<file path="config.mk">
export PLATFORM = sky130hd
export DESIGN_NAME = sram_access_ctrl
export DESIGN_NICKNAME = d
export VERILOG_FILES = /design/src/rtl/sram_access_ctrl.sv
export SDC_FILE = /design/constraint.sdc
export NUM_CORES = 1
export LEC_CHECK = 0
export CAP_MARGIN = 20
export CORE_MARGIN = 5
export CORE_UTILIZATION = 30
export CTS_CLUSTER_SIZE = 10
export DETAILED_ROUTE_END_ITERATION = 8
export HOLD_SLACK_MARGIN = 0.06
export SLEW_MARGIN = 20
export SYNTH_ARGS = -nofsm -noshare
export SYNTH_HDL_FRONTEND = slang
export SYNTH_SLANG_ARGS = --single-unit
</file>
<file path="constraint.sdc">
create_clock -name clk -period 1.6 [get_ports clk]
set_clock_uncertainty 0.1 [all_clocks]
set_input_delay 0.16 -clock clk [delete_from_list [all_inputs] [get_ports clk]]
set_output_delay 0.16 -clock clk [all_outputs]
set_load 0.01 [all_outputs]
</file>
<file path="src/rtl/sram_access_ctrl.sv">
// sram_access_ctrl: runs each MEM-stage 32-bit load/store as two halfword accesses
// (low half first) on an async 16-bit SRAM, stalling the pipeline until done.
module sram_access_ctrl #(
    parameter int ADDR_BASE   = 1024,
    parameter int WAIT_CYCLES = 2,
    parameter int SRAM_ADDR_W = 18
) (
    input  logic                   clk,
    input  logic                   rst,
    input  logic [31:0]            alu_res_in,
    input  logic [31:0]            val_rm_in,
    input  logic                   mem_read_enable_in,
    input  logic                   mem_write_enable_in,
    output logic [31:0]            read_data_out,
    output logic                   ready_out,
    output logic                   freeze_out,
    output logic [SRAM_ADDR_W-1:0] sram_addr,
    output logic [15:0]            sram_dq_out,
    output logic                   sram_dq_oe,
    input  logic [15:0]            sram_dq_in,
    output logic                   sram_we_n,
    output logic                   sram_oe_n
);
    localparam int CW = (WAIT_CYCLES > 0) ? $clog2(WAIT_CYCLES + 1) : 1;
    localparam logic [CW-1:0] LAST = CW'(WAIT_CYCLES);
    localparam int WW = SRAM_ADDR_W - 1;

    typedef enum logic [1:0] {IDLE, LO, HI, DONE} state_t;

    state_t        state, state_nxt;
    logic [CW-1:0] cnt;
    logic          wr_q;
    logic [WW-1:0] word_q;
    logic [31:0]   data_q;
    logic [15:0]   lo_q;
    logic          req, phase, last;

    assign req = mem_read_enable_in | mem_write_enable_in;

    always_ff @(posedge clk or negedge rst) begin
        if (!rst) state <= IDLE;
        else      state <= state_nxt;
    end

    always_comb begin
        phase       = (state == LO) || (state == HI);
        last        = cnt == LAST;
        state_nxt   = state == IDLE ? (req ? LO : IDLE) :
                      state == DONE ? IDLE :
                      last ? state_t'(state + 2'd1) : state;
        freeze_out  = (state == IDLE && req && rst) || phase;
        ready_out   = state == DONE;
        sram_we_n   = !(phase && wr_q);
        sram_oe_n   = !(phase && !wr_q);
        sram_dq_oe  = phase && wr_q;
        sram_addr   = {word_q, state == HI};
        sram_dq_out = state == HI ? data_q[31:16] : data_q[15:0];
    end

    // Phase counter restarts at zero on entry to each halfword phase.
    always_ff @(posedge clk or negedge rst) begin
        if (!rst) begin
            cnt           <= '0;
            wr_q          <= 1'b0;
            word_q        <= '0;
            data_q        <= '0;
            lo_q          <= '0;
            read_data_out <= '0;
        end else begin
            cnt <= (phase && !last) ? cnt + 1'b1 : '0;
            if (state == IDLE && req) begin
                wr_q   <= mem_write_enable_in;
                word_q <= WW'((alu_res_in - 32'(ADDR_BASE)) >> 2);
                data_q <= val_rm_in;
            end
            if (state == LO && last) lo_q <= sram_dq_in;
            if (state == HI && last && !wr_q) read_data_out <= {sram_dq_in, lo_q};
        end
    end
endmodule
</file>
==> metrics.md, run 1 <==
| Metric | Value |
|---|---|
| TritonCTS clock tree | `yes` |
| Synth top area share | `61.0%` |
| R2r startpoint | `state[1]$_DFFE_PN0P_` |
| EDFF count, synth | `0` |
| Critical path buffers and inverters | `4` |
| Register area | `2550 µm²` |
| H-tree levels | `3` |
| Synth area leader | `dfrtp_1` |
| Via density | `4.43` |
| Worst hold path type | `primary input to flop` |
| Failing checks | `negative setup slack` |
| Headroom to the max-slew limit | `63.3%` |
| Final routed DRC violation total | `0` |
| GRT overflow | `0` |
| Die H | `about 130 µm` |
| Top delay family on crit path | `buffers and inverters` |
| WP data arrival | `1700 ps` |
| Worst path cell trace | `buf_6, ha_4, buf_6, buf_6, mux2_4, buf_6` |
| Worst vdd ir | `1.14 mV` |
| Clk slew on worst S/H paths | `60 ps` |
| WL/cell | `16.0 µm` |
| Synthesized flop and latch total | `102` |
| Critical Path Source Type | `flop` |
| Post-DRT Antenna Nets | `0` |
| Crit path required time | `1340 ps` |
| Combinational power share | `between 50 and 60%` |
| Syn Std Cell Area | `~4200 µm²` |
| Post-DP HPWL | `7.41 mm` |
| Hold Fails Final Rpt | `0` |
| Total Wirelength | `11.5 mm` |
| Final worst path period share | `122%` |
| Leakage | `3.22 nW` |
| Synth unique cells | `27` |
| Post-Syn Area per Cell | `approximately 11 µm²` |
| Top cells by count, synth | `nand2_1 (129), dfrtp_1 (102), mux2_2 (61)` |
| P per Cell Area | `a little over 2000 nW/µm²` |
| CTS max path bufs | `2` |
| Setup-failing EPs final | `55` |
| Ys async rst share | `100%` |
| Finished Layout Cells | `720` |
| Die width | `128 µm` |
| Placed Instances | `693` |
| CP Capture Type | `output port` |
| GRT Overall Usage | `13.5%` |
| Flop pwr share | `33.5%` |
| GP Congestion | `0.815` |
| Max Freq | `510 MHz` |
| TritonCTS buffer count | `9` |
| Vias in the first global route | `3432` |
| Fin. max-slew vios | `0` |
| Pin count of the biggest net entering global routing | `103` |
| Tightest Pin Transition | `approximately 550 ps` |
| Die area | `roughly 16000 µm²` |
| I/O pin total | `roughly 160` |
| Share of cells above drive strength 1 | `27.8%` |
| Maximum net fanout on the critical path | `5` |
| Post-synth top flop | `dfrtp_1` |
| Clock power frac | `15.8%` |
| Setup WS post-layout | `-359 ps` |
| Status | `complete, but fails checks` |
| Sequential area share after synthesis | `61.0%` |
| Mapped Nets | `455` |
| Port bufs | `roughly 140` |
| Worst stage delay on the critical path | `approximately 390 ps` |
| Max-cap violations | `0` |
| TritonRoute pass-1 iters | `4` |
| Row count | `43` |
| Sw Share | `roughly 32%` |
| Ant diodes | `0` |
| Most used cell along the critical path | `buf_6` |
| DRC marker count from the first detailed-route iteration | `130` |
| First-pass GRT wire length | `approximately 18 mm` |
| Clock Sinks | `~100` |
| Net Sw Power | `about 0.0044 W` |
| Internal | `0.00929 W` |
| Min Clock Period, post-route | `1960 ps` |
| RSZ-0062 raised after global routing | `yes` |
| CP Launch Point | `state[1]$_DFFE_PN0P_` |
| CP max-delay cell | `dfrtp_1` |
| P&R area growth vs syn | `61.7%` |
| Hold Startpoint | `alu_res_in[10]` |
| Fillers | `1277` |
| CP Class | `flop to output port` |
| Syn. warnings | `0` |
| Starting density of the core | `30.4%` |
| Core region area | `13800 µm²` |
| Initial antenna violation count | `0` |
| Area contributors post-synth | `dfrtp_1 (61%), mux2_2 (16%), nand2_1 (12%)` |
| Via count | `3189` |
| Clk_lat worst skew | `340 ps` |
| Syn Inst Count | `365` |
| Root Driver | `clkbuf_16` |
| Multi-input logic area | `approximately 1800 µm²` |
| DP Worst Slack | `-389 ps` |
| Final-stage net count | `approximately 630` |
| Most frequent cell after synthesis | `nand2_1` |
-- cell type report --
cell class	instances	share of cell area (%)
Clock inverter	3	0.684
Clock buffer	11	3.59
Multi-Input combinational cell	240	26.3
Tap cell	180	3.33
Timing Repair Buffer	178	28.0
Inverter	6	0.333
Sequential cell	102	37.7
-- sequential cells by signal, indices dropped and copies added, names as in the netlist --
name / flops
read_data_out: 32
lo_q: 16
wr_q: 1
state: 2
word_q: 17
data_q: 32
cnt: 2
-- what timing repair did --
action	in CTS	in global routing
pin swaps	3	4
setup buffers	10	2
cloned	3	3
setup endpoints to repair	84	83
hold buffers	1	0
endpoints found under the hold margin	102	0
gates resized for setup	166	20
-- cells in the final DEF (no fill, tap or decap), types with 3 or more instances in the layout --
cell type,netlist,final
o21ai_0,6,6
buf_12,0,7
a31oi_1,5,5
inv_1,6,4
clkdlybuf4s50_1,0,114
buf_4,0,19
ha_4,0,3
dfrtp_1,102,102
nor2_1,7,7
ha_1,6,3
buf_6,0,30
o31ai_1,3,3
nand2_1,129,127
mux2_4,0,43
clkbuf_16,0,12
mux2_2,61,20
-- worst reg2reg max path, stage by stage, from the launching register on --
cell and delay [ps]:
dfrtp_1 390, buf_6 130, ha_4 180, buf_4 150
nand3b_1 200, buf_6 170, buf_16 150, mux2_4 310
-- per-stage QoR --
step           cell area, µm²  hold slack [ps]  power (W)  util (%)  setup TNS (ps)
3_5_place_dp             6010              210     0.0105      43.7           -7710
4_1_cts                  6690             82.3     0.0137      48.6          -11230
2_1_floorplan            4230             -236    0.00722         -           -1800
5_1_grt                  6770              115     0.0146      49.1          -15660
3_3_place_gp             6010              202     0.0103      43.7           -6180
6_report                 6770             97.5     0.0137      49.1          -12290
-- worst paths after layout --
| check | to | slack [ps] | depth (start not counted) |
|---|---|---|---|
| min in group asynchronous | cnt[0]$_DFF_PN0_ | 400 | 3 |
| setup / recovery | sram_dq_out[3] | -360 | 6 |
| hold reg to reg | cnt[0]$_DFF_PN0_ | 350 | 1 |
| setup reg to reg | read_data_out[0]$_DFFE_PN0P_ | -280 | 7 |
| max in group asynchronous | word_q[15]$_DFFE_PN0P_ | 570 | 3 |
| hold / removal | word_q[8]$_DFFE_PN0P_ | 100 | 2 |
-- metal layers --
metal	share of wire (%)	GRT usage (%)
met2	46	21.2
met5	0	0
met3	6.4	3.62
met4	1.3	4.49
met1	46	18.1
-- cells by family after synthesis --
| group | share of synthesized area (%) |
|---|---|
| adder cells (fa/ha/maj) | 1.79 |
| flip-flops | 61.0 |
| multiplexers | 17.5 |
| XOR/XNOR | 0.419 |
| AND/OR/NAND/NOR | 14.5 |
| AO/OA/AOI/OAI | 2.60 |
| buffers and inverters | 2.21 |
-- power groups by stage --
stage          combinational, W  clock [W]  sequential, W
5_1_grt                 0.00750    0.00232        0.00474
3_3_place_gp            0.00579          0        0.00453
3_5_place_dp            0.00591          0        0.00457
4_1_cts                 0.00692    0.00223        0.00457
2_1_floorplan           0.00249          0        0.00473
6_report                0.00695    0.00216        0.00458
Power figures use the tool's default switching activity.
==> run 2: changes to the inputs <==
--- a/config.mk
+++ b/config.mk
@@ -10,6 +10,7 @@
 export CORE_UTILIZATION = 30
 export CTS_CLUSTER_SIZE = 10
 export DETAILED_ROUTE_END_ITERATION = 8
+export GPL_TIMING_DRIVEN = 0
 export HOLD_SLACK_MARGIN = 0.06
 export SLEW_MARGIN = 20
 export SYNTH_ARGS = -nofsm -noshare
==> run 2 against run 1 <==
The run ends with negative hold slack, negative setup slack left. Non-clock buffer count increased by 8. Sequential share of layout area decreased by 1.4 points. Clock-buffer cell count unchanged. Flip-flop and latch count unchanged. First-iteration DRC count increased by 4.6%. Via count increased by 2.1%. Combinational power increased by 4.6%. Core utilization increased by 1.8 points. Critical path type unchanged. Largest cell class unchanged. Highest routed layer unchanged.
==> metrics.md, run 2 (synthesized netlist as in run 1, its figures left out) <==
| Metric | Value |
|---|---|
| Most used cell along the critical path | `buf_6 (unchanged)` |
| Most frequent cells in the layout | `nand2_1 (127), clkdlybuf4s50_1 (113), dfrtp_1 (102) (was nand2_1 (127), clkdlybuf4s50_1 (114), dfrtp_1 (102))` |
| Status | `complete, but fails checks (unchanged)` |
| First-pass GRT wire length | `18.4 mm (was 17.6 mm)` |
| Maximum net fanout on the critical path | `5 (unchanged)` |
| R2R setup slack | `-250 ps (was -280 ps)` |
| TritonCTS buffer count | `9 (unchanged)` |
| Area after DPL | `5880 µm² (was 6010 µm²)` |
| Failing checks | `negative hold slack, negative setup slack (was negative setup slack)` |
| TritonRoute pass-1 iters | `4 (unchanged)` |
| GRT overflow | `0 (unchanged)` |
| Grt met2 use | `24.0% (was 21.2%)` |
| Headroom to the max-slew limit | `73.6% (was 63.3%)` |
| CP Capture Type | `output port (unchanged)` |
| Worst vdd ir | `1.10 mV (was 1.14 mV)` |
| Max Freq | `503 MHz (was 510 MHz)` |
| Critical Path Source Type | `flop (unchanged)` |
| Reg-to-reg endpoint | `read_data_out[1]$_DFFE_PN0P_ (was read_data_out[0]$_DFFE_PN0P_)` |
| Crit path required time | `1340 ps (about the same)` |
| CP Launch Point | `state[1]$_DFFE_PN0P_ (unchanged)` |
| Clk_lat worst skew | `340 ps (about the same)` |
| Worst hold path type | `primary input to asynchronous set/reset pin (was primary input to flop)` |
| Worst stage delay on the critical path | `400 ps (was 390 ps)` |
| GP Congestion | `0.754 (was 0.815)` |
| Via count | `3256 (was 3189)` |
| Hold Fails Final Rpt | `34 (was 0)` |
| Reg2reg path depth | `8 (was 7)` |
| P per Cell Area | `1990 nW/µm² (was 2020 nW/µm²)` |
| CP Class | `flop to output port (unchanged)` |
| Setup-failing EPs final | `52 (was 55)` |
| Hold-fix buffers, CTS | `6 (was 1)` |
| Ant diodes | `0 (unchanged)` |
| Post-DP HPWL | `7.89 mm (was 7.41 mm)` |
| Port bufs | `139 (unchanged)` |
| Met1 GRT Util | `17.8% (was 18.1%)` |
| Min Clock Period, post-route | `1990 ps (was 1960 ps)` |
| Clock Sinks | `102 (unchanged)` |
| WL/cell | `16.3 µm (was 16.0 µm)` |
| Post-layout instance area | `7020 µm² (was 6770 µm²)` |
| Vias in the first global route | `3500 (was 3432)` |
| CTS max path bufs | `2 (unchanged)` |
| Die area | `16400 µm² (unchanged)` |
| Most common cell after layout, fill and taps aside | `nand2_1 (unchanged)` |
| Leakage | `3.38 nW (was 3.22 nW)` |
| CP endpoint | `sram_dq_out[14] (was sram_dq_out[3])` |
| Fin. max-slew vios | `0 (unchanged)` |
| Via density | `4.48 (was 4.43)` |
| R2r startpoint | `state[1]$_DFFE_PN0P_ (unchanged)` |
| Top flop regs | `data_q x32, read_data_out x32, word_q x17 (unchanged)` |
| Final worst path period share | `124% (was 122%)` |
| Max-cap violations | `0 (unchanged)` |
| Setup WS post-layout | `-390 ps (was -359 ps)` |
| Busiest grt layer | `met2 (unchanged)` |
| Die width | `128 µm (unchanged)` |
| GRT Overall Usage | `14.3% (was 13.5%)` |
| Fillers | `1241 (was 1277)` |
| I/O pin total | `155 (unchanged)` |
| Clk slew on worst S/H paths | `60 ps (about the same)` |
| Initial antenna violation count | `0 (unchanged)` |
| RSZ-0062 raised after global routing | `yes (unchanged)` |
| Share of cells above drive strength 1 | `29.6% (was 27.8%)` |
| Met3 capacity usage during global routing | `4.17% (was 3.62%)` |
| Tightest Pin Transition | `396 ps (was 550 ps)` |
| Final TNS setup | `-12520 ps (was -12290 ps)` |
| CP max-delay cell | `dfrtp_1 (unchanged)` |
| Worst path cell trace | `buf_6, ha_4, buf_12, buf_16, mux2_4, buf_6 (was buf_6, ha_4, buf_6, buf_6, mux2_4, buf_6)` |
| Post-DRT Antenna Nets | `0 (unchanged)` |
| Final routed DRC violation total | `0 (unchanged)` |
| WP data arrival | `1730 ps (was 1700 ps)` |
| Row count | `43 (unchanged)` |
| TritonCTS clock tree | `yes (unchanged)` |
| Total Wirelength | `11.8 mm (was 11.5 mm)` |
| Root Driver | `clkbuf_16 (unchanged)` |
| DRC marker count from the first detailed-route iteration | `136 (was 130)` |
| Final-stage net count | `635 (was 627)` |
| Die H | `128 µm (unchanged)` |
| Pin count of the biggest net entering global routing | `79 (was 103)` |
| Fin Hold WS | `-31.7 ps (was 97.5 ps)` |
| Starting density of the core | `30.4% (unchanged)` |
| Core region area | `13800 µm² (unchanged)` |
| P&R area growth vs syn | `67.7% (was 61.7%)` |
| H-tree levels | `3 (unchanged)` |
==> run 2: cell types whose count changed in the layout (fill, tap and decap cells not counted), sizes merged <==
cell	previous run	this run
dlymetal6s2s	0	1
clkinvlp	1	0
clkbuf	14	13
dlygate4sd2	2	3
clkdlybuf4s50	114	113
buf	58	66
==> run 2: final cells by class <==
type / instances / area (µm²) / area share, %
clock inverter: 2 / 35.0 / 0.499
timing repair buffer: 171 / 1900 / 27.1
clock buffer: 11 / 243 / 3.46
tap: 180 / 225 / 3.21
sequential: 102 / 2550 / 36.4
multi-input combinational: 240 / 1810 / 25.8
buffer: 15 / 225 / 3.21
inverter: 6 / 22.5 / 0.321
==> run 2: timing repair <==
action,4_1_cts,5_1_grt
resized for setup,193,46
buffers inserted,15,6
setup endpoints to repair,115,104
pin swaps,4,3
hold endpoints to repair,102,77
cloned,4,1
==> run 2: worst min-delay path by stage <==
stage	to	slack, ps	cells past startpoint
after floorplan	cnt[0]$_DFF_PN0_	-240	0
after global placement	cnt[0]$_DFF_PN0_	310	1
after detailed placement	read_data_out[19]$_DFFE_PN0P_	-60	1
after CTS	lo_q[4]$_DFFE_PN0P_	-10	5
after global routing	lo_q[4]$_DFFE_PN0P_	10	5
final	read_data_out[20]$_DFFE_PN0P_	-30	5
==> run 2: through the flow <==
step                cells  utilization (%)  total power (W)  setup WS [ps]  hold slack (ps)
floorplan             365                -          0.00722          -51.5             -236
global placement      684             42.5           0.0101          -3600              311
detailed placement    685             42.7           0.0103           -616            -59.4
CTS                   722             49.9           0.0136           -387            -11.5
global route          727             51.0           0.0149           -450             14.9
finish                727             51.0           0.0140           -390            -31.7
==> run 2: worst max-delay path: cells and delay by family, from the launching register on <==
kind	cells	cell delay (ps)
muxes	1	300
adders and majority gates	1	150
buffers and inverters	4	520
DFF	1	400
==> run 2: layer usage <==
layer,vias to the layer above,wire [µm]
met5,-,0
met4,0,168
met3,12,765
met2,99,5800
met1,1581,5100
li1,1564,-
==> run 2: report_power, final <==
part / switching [W] / internal, W
Clock: 0.000897 / 0.00123
Combinational: 0.00286 / 0.00441
Sequential: 0.000703 / 0.00387
==> run 3: changes to the inputs <==
--- a/config.mk
+++ b/config.mk
@@ -6,6 +6,7 @@
 export NUM_CORES = 1
 export LEC_CHECK = 0
 export CAP_MARGIN = 20
+export CORE_ASPECT_RATIO = 1.75
 export CORE_MARGIN = 5
 export CORE_UTILIZATION = 30
 export CTS_CLUSTER_SIZE = 10
==> run 3 against run 2 <==
The flow still finishes with violations (negative hold slack, negative setup slack). Cell area fell by 1.8%. First-iteration DRC count decreased by 44%. Largest cell class unchanged. Flip-flop and latch count unchanged. Total power is 1.2% higher. Setup slack better by 34 ps. Core utilization is 0.90 points lower. Hold slack worse by 340 ps. Non-clock buffer count fell by 3. Via count up 0.18%.
==> metrics.md, run 3 (synthesized netlist as in run 1, its figures left out) <==
| Metric | Value |
|---|---|
| Most used cell along the critical path | `buf_8 (was buf_6)` |
| Most frequent cells in the layout | `nand2_1 (127), clkdlybuf4s50_1 (114), dfrtp_1 (101) (was nand2_1 (127), clkdlybuf4s50_1 (113), dfrtp_1 (102))` |
| Reg2reg path depth | `8 (unchanged)` |
| Reg-to-reg endpoint | `read_data_out[27]$_DFFE_PN0P_ (was read_data_out[1]$_DFFE_PN0P_)` |
| P per Cell Area | `2050 nW/µm² (was 1990 nW/µm²)` |
| CP Launch Point | `state[0]$_DFFE_PN0P_ (was state[1]$_DFFE_PN0P_)` |
| Crit path required time | `1340 ps (about the same)` |
| WP data arrival | `1700 ps (was 1730 ps)` |
| Post-DRT Antenna Nets | `0 (unchanged)` |
| Leakage | `3.31 nW (was 3.38 nW)` |
| Vias in the first global route | `3465 (was 3500)` |
| Setup-failing EPs final | `52 (unchanged)` |
| Initial antenna violation count | `0 (unchanged)` |
| Die area | `16500 µm² (was 16400 µm²)` |
| Clock Sinks | `102 (unchanged)` |
| Core region area | `13800 µm² (about the same)` |
| RSZ-0062 raised after global routing | `yes (unchanged)` |
| Maximum net fanout on the critical path | `6 (was 5)` |
| Fillers | `1240 (was 1241)` |
| CTS max path bufs | `2 (unchanged)` |
| WL/cell | `16.1 µm (was 16.3 µm)` |
| Worst stage delay on the critical path | `390 ps (was 400 ps)` |
| CP Class | `flop to output port (unchanged)` |
| Pin count of the biggest net entering global routing | `59 (was 79)` |
| R2R setup slack | `-350 ps (was -250 ps)` |
| Headroom to the max-slew limit | `69.6% (was 73.6%)` |
| Final routed DRC violation total | `0 (unchanged)` |
| Top delay family on crit path | `buffers and inverters (unchanged)` |
| GRT Overall Usage | `13.9% (was 14.3%)` |
| Die H | `166 µm (was 128 µm)` |
| CP Capture Type | `output port (unchanged)` |
| Via count | `3262 (was 3256)` |
| Post-DP HPWL | `7.95 mm (was 7.89 mm)` |
| DRC marker count from the first detailed-route iteration | `76 (was 136)` |
| Tightest Pin Transition | `456 ps (was 396 ps)` |
| Area after DPL | `5870 µm² (was 5880 µm²)` |
| Most common cell after layout, fill and taps aside | `nand2_1 (unchanged)` |
| Clk_lat worst skew | `330 ps (was 340 ps)` |
| Final-stage net count | `632 (was 635)` |
| CP max-delay cell | `dfrtp_1 (unchanged)` |
| Via density | `4.52 (was 4.48)` |
| I/O pin total | `155 (unchanged)` |
| Row count | `57 (was 43)` |
| R2r startpoint | `state[1]$_DFFE_PN0P_ (unchanged)` |
| Total Wirelength | `11.7 mm (was 11.8 mm)` |
| Failing checks | `negative hold slack, negative setup slack (unchanged)` |
| Setup WS post-layout | `-355 ps (was -390 ps)` |
| CP endpoint | `sram_dq_out[2] (was sram_dq_out[14])` |
| TritonCTS buffer count | `9 (unchanged)` |
| Final worst path period share | `122% (was 124%)` |
| H-tree levels | `3 (unchanged)` |
| Max-cap violations | `0 (unchanged)` |
| P&R area growth vs syn | `64.7% (was 67.7%)` |
| GRT overflow | `0 (unchanged)` |
| Worst path cell trace | `inv_2, ha_4, buf_8, buf_8, mux2_4, buf_6 (was buf_6, ha_4, buf_12, buf_16, mux2_4, buf_6)` |
| Fin. max-slew vios | `0 (unchanged)` |
| Critical Path Source Type | `flop (unchanged)` |
| Fin Hold WS | `-369 ps (was -31.7 ps)` |
| Min Clock Period, post-route | `1960 ps (was 1990 ps)` |
| Port bufs | `139 (unchanged)` |
| Root Driver | `clkbuf_16 (unchanged)` |
| Status | `complete, but fails checks (unchanged)` |
| TritonCTS clock tree | `yes (unchanged)` |
| Clk slew on worst S/H paths | `70 ps (was 60 ps)` |
| Finished Layout Cells | `722 (was 727)` |
| Top flop regs | `data_q x32, read_data_out x32, word_q x17 (unchanged)` |
| Die width | `99.3 µm (was 128 µm)` |
| Placed Instances | `682 (was 685)` |
| Post-layout instance area | `6890 µm² (was 7020 µm²)` |
| GP Congestion | `0.758 (was 0.754)` |
| Ant diodes | `0 (unchanged)` |
| Starting density of the core | `30.4% (about the same)` |
| Max Freq | `511 MHz (was 503 MHz)` |
| Critical path buffers and inverters | `4 (unchanged)` |
| TritonRoute pass-1 iters | `4 (unchanged)` |
| Worst hold path type | `primary input to asynchronous set/reset pin (unchanged)` |
| Share of cells above drive strength 1 | `29.7% (was 29.6%)` |
| Hold Fails Final Rpt | `44 (was 34)` |
| First-pass GRT wire length | `18.1 mm (was 18.4 mm)` |
| Critical path depth | `6 (unchanged)` |
| Worst vdd ir | `0.974 mV (was 1.10 mV)` |
==> run 3: worst register-to-register path: stages, from the launching register on <==
cell and delay [ps]:
dfrtp_2 460, ha_4 190, buf_8 130, buf_8 140
nand3b_1 90, buf_6 160, buf_12 130, buf_12 110
mux2_2 330
==> run 3: worst min path at each step <==
stage	startpoint	to	slack, ps
after floorplan	rst	cnt[0]$_DFF_PN0_	-240
after global placement	cnt[0]$_DFF_PN0_	cnt[0]$_DFF_PN0_	310
after detailed placement	rst	data_q[12]$_DFFE_PN0P_	20
after CTS	rst	data_q[12]$_DFFE_PN0P_	-360
after global routing	rst	data_q[6]$_DFFE_PN0P_	-340
final	rst	data_q[12]$_DFFE_PN0P_	-370
==> run 3: per-layer routing <==
metal	track usage (%)	share of wire (%)	routed length [µm]
met3	4.04	6.1	708
met2	25.9	56	6490
met4	4.46	1.5	174
met5	0	0	0
met1	14.6	37	4280
==> run 3: where the power goes <==
| group | internal, W | switching (W) | leakage, nW | total [W] |
|---|---|---|---|---|
| clock | 0.00151 | 0.000922 | 0.155 | 0.00244 |
| combinational | 0.00431 | 0.00280 | 1.92 | 0.00711 |
| sequential | 0.00387 | 0.000715 | 1.24 | 0.00459 |
| total | 0.00970 | 0.00443 | 3.31 | 0.0141 |
==> run 3: what timing repair did <==
action / CTS / global route
resized for setup: 181 / 68
setup buffers: 17 / 9
gates cloned: 4 / 2
endpoints found under the setup margin: 117 / 107
endpoints found under the hold margin: 70 / 44
pin swaps: 5 / 1
==> run 3: cell type report <==
type | instances | area, µm² | share of cell area, %
Tap cell | 177 | 221 | 3.21
Buffer | 16 | 195 | 2.83
Inverter | 6 | 25.0 | 0.363
Clock inverter | 4 | 97.6 | 1.42
Timing Repair Buffer | 167 | 1770 | 25.7
Clock buffer | 10 | 229 | 3.32
Sequential cell | 102 | 2550 | 37.1
Multi-Input combinational cell | 240 | 1800 | 26.1
==> run 3: through the flow <==
stage | util (%) | total power (W) | hold slack [ps] | TNS [ps] | setup slack (ps)
2_1_floorplan | - | 0.00722 | -236 | -1800 | -51.5
3_3_place_gp | 42.5 | 0.0101 | 313 | -399270 | -3610
3_5_place_dp | 42.7 | 0.0102 | 18.1 | -32920 | -611
5_1_grt | 50.1 | 0.0150 | -337 | -17590 | -424
6_report | 50.1 | 0.0141 | -369 | -14440 | -355
4_1_cts | 48.6 | 0.0137 | -360 | -15550 | -371
==> patch, RTL diff (config.mk and constraints of run 2) <==
Make the reset (`rst`) synchronous in 2 clocked blocks. Comments in the files are not updated.
--- a/src/rtl/sram_access_ctrl.sv
+++ b/src/rtl/sram_access_ctrl.sv
@@ -38,5 +38,5 @@
     assign req = mem_read_enable_in | mem_write_enable_in;
 
-    always_ff @(posedge clk or negedge rst) begin
+    always_ff @(posedge clk) begin
         if (!rst) state <= IDLE;
         else      state <= state_nxt;
@@ -59,5 +59,5 @@
 
     // Phase counter restarts at zero on entry to each halfword phase.
-    always_ff @(posedge clk or negedge rst) begin
+    always_ff @(posedge clk) begin
         if (!rst) begin
             cnt           <= '0;
Function: differs if rst is asserted again (counterexample within 4 cycles, from zero or initial values and one cycle with rst low); with rst held inactive, the same outputs for 10 cycles.
==> patch against run 2 <==
- the run ends with setup timing left
- largest cell class unchanged
- worst setup slack better by 0.11 ns
- routed wire length is 3.7% higher
- first-iteration DRC count is 43% higher
- sequential cell count stayed put
- global-route usage is 1.2 points higher
- cell area is 9.6% lower
- area after synthesis is 3.9% lower
- highest routed layer unchanged
- via count is 18% higher
Power is not compared: it rests on default switching activity, and its combinational part moved more than twofold at a synthesized area within 25%.
==> patch: results (changes against run 2) <==
Status: complete, but fails checks
Failing checks: setup timing
Largest net degree at the start of global routing: 18 (-77%)
Sequential fraction of the synthesis area: 50.76% (-10 points)
Layout cells sized above 1: 22.70% (-6.9 points)
Tot GR Track Use: 15.57% (+1.2 points)
Via-to-Cell Ratio: 4.633 (+3.4%)
CTS H-tree depth: 3 (unchanged)
Vias in the first global route: 3912 (+12%)
Initial antenna violation count: 0 (unchanged)
Finish-stage setup viols: 49 (-5.8%)
Setup TNS: -10.22 ns (+2.301 ns)
Reg2Reg Depth: 9 (+1)
Pre-CTS setup slack: -0.5793 ns (+0.03635 ns)
Crit path arrival time: 1.62 ns (-0.11 ns)
Post-Syn Nets: 573 (+26%)
CTS Buf Count: 9 (unchanged)
Antenna cells: 0 (unchanged)
WHS Path Cells: 3
First-pass GRT wire length: 19840 µm (+7.6%)
Grt met1 use: 18.92% (+1.2 points)
CTS root buffer: clkbuf_16
Nets: 737 (+16%)
Slack of the critical path: -0.2809 ns (+0.1087 ns)
Port bufs: 139 (unchanged)
Placer Congestion: 0.8452 (+12%)
Worst Path Max Fanout: 7 (+2)
Detailed placer's ending HPWL: 9041 µm (+15%)
Post-synth ARST share: 0% (-100 points)
Worst-Margin Slew: 0.6591 ns (+0.2636 ns)
Met3 Use GR: 5.673% (+1.5 points)
Yosys cell types: 31 (+15%)
Clock-pin slew on the worst setup and hold paths: 0.07 ns
Tightest Hold Check Type: in -> reg
Synth top cells by count: 180 x nand2_1, 102 x dfxtp_1, 86 x a21oi_1
Synthesis Warnings: 0 (unchanged)
Primary FF master, synth: dfxtp_1
Net Sw Frac: 32.01%
Clk_lat worst skew: 0.34 ns (about the same)
WL/cell: 14.82 µm (-9.0%)
Ranking of synthesized cells by area: dfxtp_1 51%, nand2_1 17%, a21oi_1 11%, mux2_2 4.5%, buf_6 2.5%
Iter 0 DRT Violations: 194 (+43%)
Met2 usage: 25.93% (+1.9 points)
-- patch: layer usage --
layer	share of wire (%)	vias up
li1	-	1922
met1	43	1773
met2	48	128
met3	7.7	13
met4	1.5	0
met5	0	-
-- patch: final timing paths --
kind | from | end | slack, ns
max | state[0] | sram_dq_out[1] | -0.28
min | alu_res_in[3] | word_q[1] | 0.26
max reg2reg | state[0] | read_data_out[27] | -0.22
min reg2reg | cnt[0] | cnt[0] | 0.32
-- patch: kinds of logic (layout without fill, tap and decap cells) --
group | Yosys count | after routing | synth area share (%)
and+or+nand+nor | 208 | 208 | 20.90
AOI/OAI and AO/OA | 108 | 108 | 15.12
DFF | 102 | 102 | 50.76
buffers and inverters | 39 | 208 | 5.972
muxes | 17 | 17 | 4.728
adders and majority gates | 6 | 6 | 1.866
xor gates and xnor gates | 3 | 3 | 0.6533
-- patch: power by group through the flow --
stage                     combinational [mW]  sequential, mW  clock (mW)
final                                   3.19            3.07        2.20
after global routing                    3.47            3.12        2.38
after CTS                               3.12            3.07        2.26
after detailed placement                2.74            3.10           0
after global placement                  2.71            3.09           0
after floorplan                         1.51            3.11           0
-- patch: final cells by class --
class / count / area (µm²)
Fill cell: 1258 / 6843
Sequential cell: 102 / 2049
Multi-Input combinational cell: 342 / 1942
Timing Repair Buffer: 156 / 1573
Buffer: 29 / 232.7
Clock buffer: 9 / 225.2
Tap cell: 176 / 220.2
Clock inverter: 7 / 73.82
Inverter: 7 / 31.28
-- patch: critical path: stages (launching register included) --
cell and delay (ns):
dfxtp_4 0.35, inv_4 0.07, ha_4 0.14, buf_8 0.12
buf_8 0.14, mux2_4 0.32, buf_6 0.12
-- patch: metrics by stage --
stage,cells,cell area (µm²)
detailed placement,798,5637
finish,828,6347
global route,828,6347
global placement,798,5637
floorplan,483,4025
CTS,826,6223
-- patch: what timing repair did --
item,4_1_cts,5_1_grt
endpoints found under the setup margin,83,78
pin swaps,3,7
setup buffers,11,2
gates cloned,4,0
resized for setup,155,38
hold buffers,0,0
